**src/rtl/freelist_free_sequencer.sv**
```systemverilog
// Buffers up to two freed physical-register IDs per cycle from ROB commit and
// drains them one per cycle into the freelist. Optional counters: FREE_SEQ_STATS_EN.
module freelist_free_sequencer #(
  parameter int PD_W       = 7,
  parameter int BUF_DEPTH  = 4,
  localparam int OCC_W     = $clog2(BUF_DEPTH + 1)
) (
  input  logic              clk,
  input  logic              rst,
  input  logic [1:0]        commit_valid,
  input  logic [2*PD_W-1:0] commit_pd,
  output logic              commit_ready,
  output logic              free_valid,
  output logic [PD_W-1:0]   free_pd,
  input  logic              fl_full,
  input  logic              flush_valid,
  output logic [OCC_W-1:0]  occupancy,
  output logic              busy
`ifdef FREE_SEQ_STATS_EN
  ,
  output logic [31:0]       stat_stall_cycles,
  output logic [31:0]       stat_flush_drops
`endif
);

  localparam int AW    = $clog2(BUF_DEPTH);
  localparam int PTR_W = AW + 1;

  typedef enum logic [1:0] {S_IDLE, S_DRAIN, S_FLUSH_HOLD} state_t;

  state_t            state_q, state_d;
  logic [PD_W-1:0]   fifo_q [BUF_DEPTH];
  logic [PD_W-1:0]   fifo_d [BUF_DEPTH];
  logic [PTR_W-1:0]  head_q, head_d, tail_q, tail_d;
  logic [OCC_W-1:0]  occ_q, occ_d;
  logic              acc0, acc1, pop;
  logic [PTR_W-1:0]  wr1_ptr;

  always_comb begin
    commit_ready = (occ_q <= OCC_W'(BUF_DEPTH - 2)) && (state_q != S_FLUSH_HOLD) && !flush_valid;
    // ID 0 is the architectural x0 mapping and never returns to the freelist
    acc0 = commit_ready && commit_valid[0] && (commit_pd[0 +: PD_W] != '0);
    acc1 = commit_ready && commit_valid[1] && (commit_pd[PD_W +: PD_W] != '0);
    pop  = (occ_q != '0) && !fl_full && (state_q == S_DRAIN) && !flush_valid;

    free_valid = pop;
    free_pd    = pop ? fifo_q[head_q[AW-1:0]] : '0;
    wr1_ptr    = tail_q + PTR_W'(acc0);

    fifo_d  = fifo_q;
    head_d  = head_q;
    tail_d  = tail_q;
    occ_d   = occ_q;
    state_d = state_q;

    if (flush_valid) begin
      for (int i = 0; i < BUF_DEPTH; i++) fifo_d[i] = '0;
      head_d  = '0;
      tail_d  = '0;
      occ_d   = '0;
      state_d = S_FLUSH_HOLD;
    end else begin
      if (acc0) fifo_d[tail_q[AW-1:0]]  = commit_pd[0 +: PD_W];
      if (acc1) fifo_d[wr1_ptr[AW-1:0]] = commit_pd[PD_W +: PD_W];
      tail_d = tail_q + PTR_W'(acc0) + PTR_W'(acc1);
      head_d = head_q + PTR_W'(pop);
      occ_d  = occ_q + OCC_W'(acc0) + OCC_W'(acc1) - OCC_W'(pop);
      unique case (state_q)
        S_IDLE:  if (acc0 || acc1) state_d = S_DRAIN;
        S_DRAIN: if (occ_d == '0) state_d = S_IDLE;
        default: state_d = S_IDLE;
      endcase
    end
  end

  always_ff @(posedge clk) begin
    if (rst) begin
      state_q <= S_IDLE;
      head_q  <= '0;
      tail_q  <= '0;
      occ_q   <= '0;
      for (int i = 0; i < BUF_DEPTH; i++) fifo_q[i] <= '0;
    end else begin
      state_q <= state_d;
      head_q  <= head_d;
      tail_q  <= tail_d;
      occ_q   <= occ_d;
      for (int i = 0; i < BUF_DEPTH; i++) fifo_q[i] <= fifo_d[i];
    end
  end

  assign occupancy = occ_q;
  assign busy      = (state_q != S_IDLE);

`ifdef FREE_SEQ_STATS_EN
  logic [31:0] stall_q, stall_d, drops_q, drops_d;
  logic [32:0] drops_sum;

  // Both counters saturate rather than wrap
  always_comb begin
    stall_d = stall_q;
    if ((|commit_valid) && !commit_ready && (stall_q != '1)) stall_d = stall_q + 32'd1;
    drops_sum = {1'b0, drops_q} + 33'(occ_q);
    drops_d   = drops_q;
    if (flush_valid) drops_d = drops_sum[32] ? '1 : drops_sum[31:0];
  end

  always_ff @(posedge clk) begin
    if (rst) begin
      stall_q <= '0;
      drops_q <= '0;
    end else begin
      stall_q <= stall_d;
      drops_q <= drops_d;
    end
  end

  assign stat_stall_cycles = stall_q;
  assign stat_flush_drops  = drops_q;
`endif

endmodule

```
**config.mk**
```make
export PLATFORM = sky130hd
export DESIGN_NAME = freelist_free_sequencer
export DESIGN_NICKNAME = d
export VERILOG_FILES = /design/src/rtl/freelist_free_sequencer.sv
export SDC_FILE = /design/constraint.sdc
export NUM_CORES = 1
export LEC_CHECK = 0
export CORE_AREA = 2 2 57 99
export DETAILED_ROUTE_END_ITERATION = 12
export DIE_AREA = 0 0 59 101
export PLACE_DENSITY = 0.72
export RECOVER_POWER = 100
export SYNTH_ARGS = -nofsm -noshare
export SYNTH_HDL_FRONTEND = slang
export SYNTH_SLANG_ARGS = --single-unit
```
**constraint.sdc**
```tcl
create_clock -name clk -period 8.1 [get_ports clk]
set_clock_uncertainty 0.15 [all_clocks]
set_input_delay 1.62 -clock clk [delete_from_list [all_inputs] [get_ports clk]]
set_output_delay 1.62 -clock clk [all_outputs]
set_load 0.05 [all_outputs]
```
==> impl_metrics.py <==
metrics = {
    "floorplanning": {
        "num_io_pins": 33,
        "num_rows": 35,
        "core_area_um2": 5170,
        "initial_utilization_pct": 43.9,
        "dieArea_um2": 5960,
        "die_h_um": 101,
        "die_w_um": 59,
    },
    "clock_tree": {
        "clkSinkCount": 37,
        "cts.repair.resized": 0,
        "hold_buffers": 0,
        "cts_root_buffer": "clkbuf_8",
        "cts_buffer_depth": 2,
        "cts_setup_buffers": 0,
        "tritoncts": "built",
        "cts-buffers-inserted": 5,
        "clk_latency_ns": 0.29,
        "cts.htree.levels": 2,
        "clk_pin_slew_ns": 0.08,
    },
    "routing": {
        "drc_errors": 0,
        "wirelength_um": 6780,
        "drt-initial-drc-count": 134,
        "ant_nets": 0,
        "vias": 2209,
        "viasPerCell": 6.71,
        "routedWlPerCell_um": 20.6,
        "firstDrtPassIters": 5,
    },
    "yosys": {
        "ys_seq_area_share_pct": 32.7,
        "syn_nets": 284,
        "yosysWarnings": 0,
        "avgSynthCellArea_um2": 8.82,
        "synth.cell_area_um2": 2270,
        "synthFlopType": "dfxtp_1",
        "synth.largest_area_cell": "dfxtp_1",
        "synth_cell_types": 37,
        "syn_inst": 257,
        "synth.area.top_cells": "dfxtp_1 (33%), a311oi_1 (10%), mux4_2 (7.0%), nor3_1 (6.6%), nand3_1 (6.2%)",
        "synth-seq-cells": 37,
        "synth-edff-count": 0,
        "async_reset_ff_share_pct": 0,
        "synth.top_cell.area_share_pct": 32.7,
    },
    "setup_path": {
        "crit_path_end": "free_valid",
        "reg2reg_from": "occupancy[0]",
        "r2r_end": "state_q[0]",
        "crit_path_end_kind": "primary output",
        "reg2reg_depth": 9,
        "crit_required_ns": 6.33,
        "crit_start": "flush_valid",
        "reg2reg_slack_ns": 4.25,
        "worstPathArrival_ns": 4.07,
        "critPathKind": "in2out",
        "cp_max_fo": 9,
        "cp-start-kind": "input port",
    },
    "final_layout": {
        "drive_gt1_share_pct": 8.39,
        "antennaDiodeCount": 0,
        "nets": 300,
        "area_growth_pct": 17.7,
        "fill_cells": 502,
    },
    "hold_path": {
        "hp-class": "reg2reg",
    },
    "sta": {
        "period_minus_slack_ns": 5.84,
        "fin_crit_sh_pct": 72.0,
        "slew_headroom_pct": -2.13,
        "tightestPinTransition_ns": 1.52,
        "max_freq_mhz": 171,
        "rsz0062_at_grt": "no",
        "finalHoldViolations": 0,
        "setup_viol": 0,
        "drv_slew": 9,
        "fin_setup_tns_ns": 0,
        "fin_hold_ws_ns": 0.358,
    },
    "power": {
        "vdd_drop_max_mv": 0.111,
        "power_density_nw_per_um2": 158,
        "leakagePower_nw": 0.860,
    },
    "grt": {
        "grt_use_total_pct": 24.1,
        "grt_pass1_wl_um": 11000,
        "grt_max_degree": 33,
        "grt_pass1_vias": 2155,
        "antenna_found_initial": 0,
        "overflow": 0,
    },
    "run": {
        "cap_violations": 1,
    },
    "placed_design": {
        "gp_congestion": 0.873,
        "io_buffer_count": 32,
        "dp_hpwl_um": 4700,
    },
    "outcome": {
        "violations": "capacitance limit, slew limit",
        "status": "complete, but fails checks",
    },
}
## routing by layer
metal	GRT usage, %	vias up	wire length, um
li1	-	1032	-
met1	29.0	1020	2650
met2	40.8	131	3310
met3	3.98	26	530
met4	11.4	0	288
met5	0	-	0
## where the power goes
part,total (mW),internal [mW],switching (mW)
Sequential,0.189,0.186,0.00323
Clock,0.171,0.100,0.0707
Combinational,0.0631,0.0228,0.0403
## stage by stage
stage	util [%]	instance area (um2)	std cells	power, mW	setup slack, ns
2_1_floorplan	-	2270	257	0.230	3.32
3_3_place_gp	49.8	2570	321	0.256	2.48
3_5_place_dp	49.8	2570	321	0.257	2.48
4_1_cts	52.1	2690	329	0.424	2.47
5_1_grt	51.6	2670	329	0.436	2.17
6_report	51.6	2670	329	0.423	2.26
## final cells by class
class	count	area (um2)	share of cell area, %
Multi-Input combinational cell	188	1380	51.6
Sequential cell	37	741	27.8
Timing Repair Buffer	34	335	12.6
Clock buffer	6	82.6	3.09
Tap cell	55	68.8	2.58
Clock inverter	2	37.5	1.41
Inverter	7	26.3	0.985
## worst min path at each step
stage	start	to	slack [ns]	cells past startpoint
6_report	fifo_q[21]	fifo_q[21]	0.36	2
5_1_grt	fifo_q[14]	fifo_q[14]	0.39	2
4_1_cts	fifo_q[2]	fifo_q[2]	0.36	2
3_5_place_dp	fifo_q[2]	fifo_q[2]	0.35	2
3_3_place_gp	fifo_q[13]	fifo_q[13]	0.34	2
2_1_floorplan	fifo_q[13]	fifo_q[13]	0.32	2
## worst max-delay path, cell delays in order
cell and delay (ns):
dlygate4sd3_1 0.64, nor4b_1 0.32, o31ai_1 0.37, inv_1 0.22, dlygate4sd3_1 0.89
## Yosys cell counts, drive strengths merged (5+ instances only)
cell	number
dfxtp	37
nor3	30
a311oi	29
nand3	28
o21ai	28
buf	13
clkbuf	12
nor2b	10
nor2	8
inv	7
mux4	7
or2	6
and2	5
ha	5
## state kept, by name (all words and copies together) (netlist names)
| name | flops |
|---|---|
| head_q | 2 |
| occupancy | 3 |
| state_q | 2 |
| tail_q | 2 |
| fifo_q | 28 |
## cells by family (layout without fill, tap and decap cells)
logic type | Yosys count | in the layout | share of synthesized area (%)
xor+xnor | 5 | 5 | 1.93
flops | 37 | 37 | 32.7
fa+ha+maj | 7 | 7 | 4.53
buf+inv | 32 | 49 | 6.51
simple gates | 100 | 100 | 24.1
compound gates | 69 | 69 | 23.3
mux | 7 | 7 | 6.95
## placed cells by master (no fill, tap or decap), types with 2 or more instances in the layout
| cell | synthesis | layout |
|---|---|---|
| mux4_2 | 7 | 7 |
| clkdlybuf4s50_1 | 0 | 17 |
| a311oi_2 | 2 | 2 |
| nor4b_1 | 2 | 2 |
| dfxtp_1 | 37 | 37 |
| nor3_1 | 30 | 30 |
| nor2_1 | 8 | 8 |
| or2_0 | 1 | 4 |
| xnor2_1 | 3 | 3 |
| xor2_1 | 2 | 2 |
| nand4_1 | 2 | 2 |
| clkbuf_8 | 0 | 6 |
| o21ai_0 | 28 | 28 |
| and2_1 | 5 | 4 |
| o2111ai_1 | 4 | 4 |
| ha_1 | 5 | 5 |
| or4_1 | 3 | 3 |
| buf_4 | 1 | 2 |
| inv_1 | 7 | 7 |
| dlygate4sd3_1 | 0 | 15 |
| or2_2 | 2 | 2 |
| nand3_1 | 28 | 28 |
| nor2b_1 | 10 | 10 |
| nor4_1 | 2 | 2 |
| o2111a_1 | 4 | 4 |
| a311oi_1 | 27 | 27 |
| fa_1 | 2 | 2 |
Power figures use the tool's default switching activity.
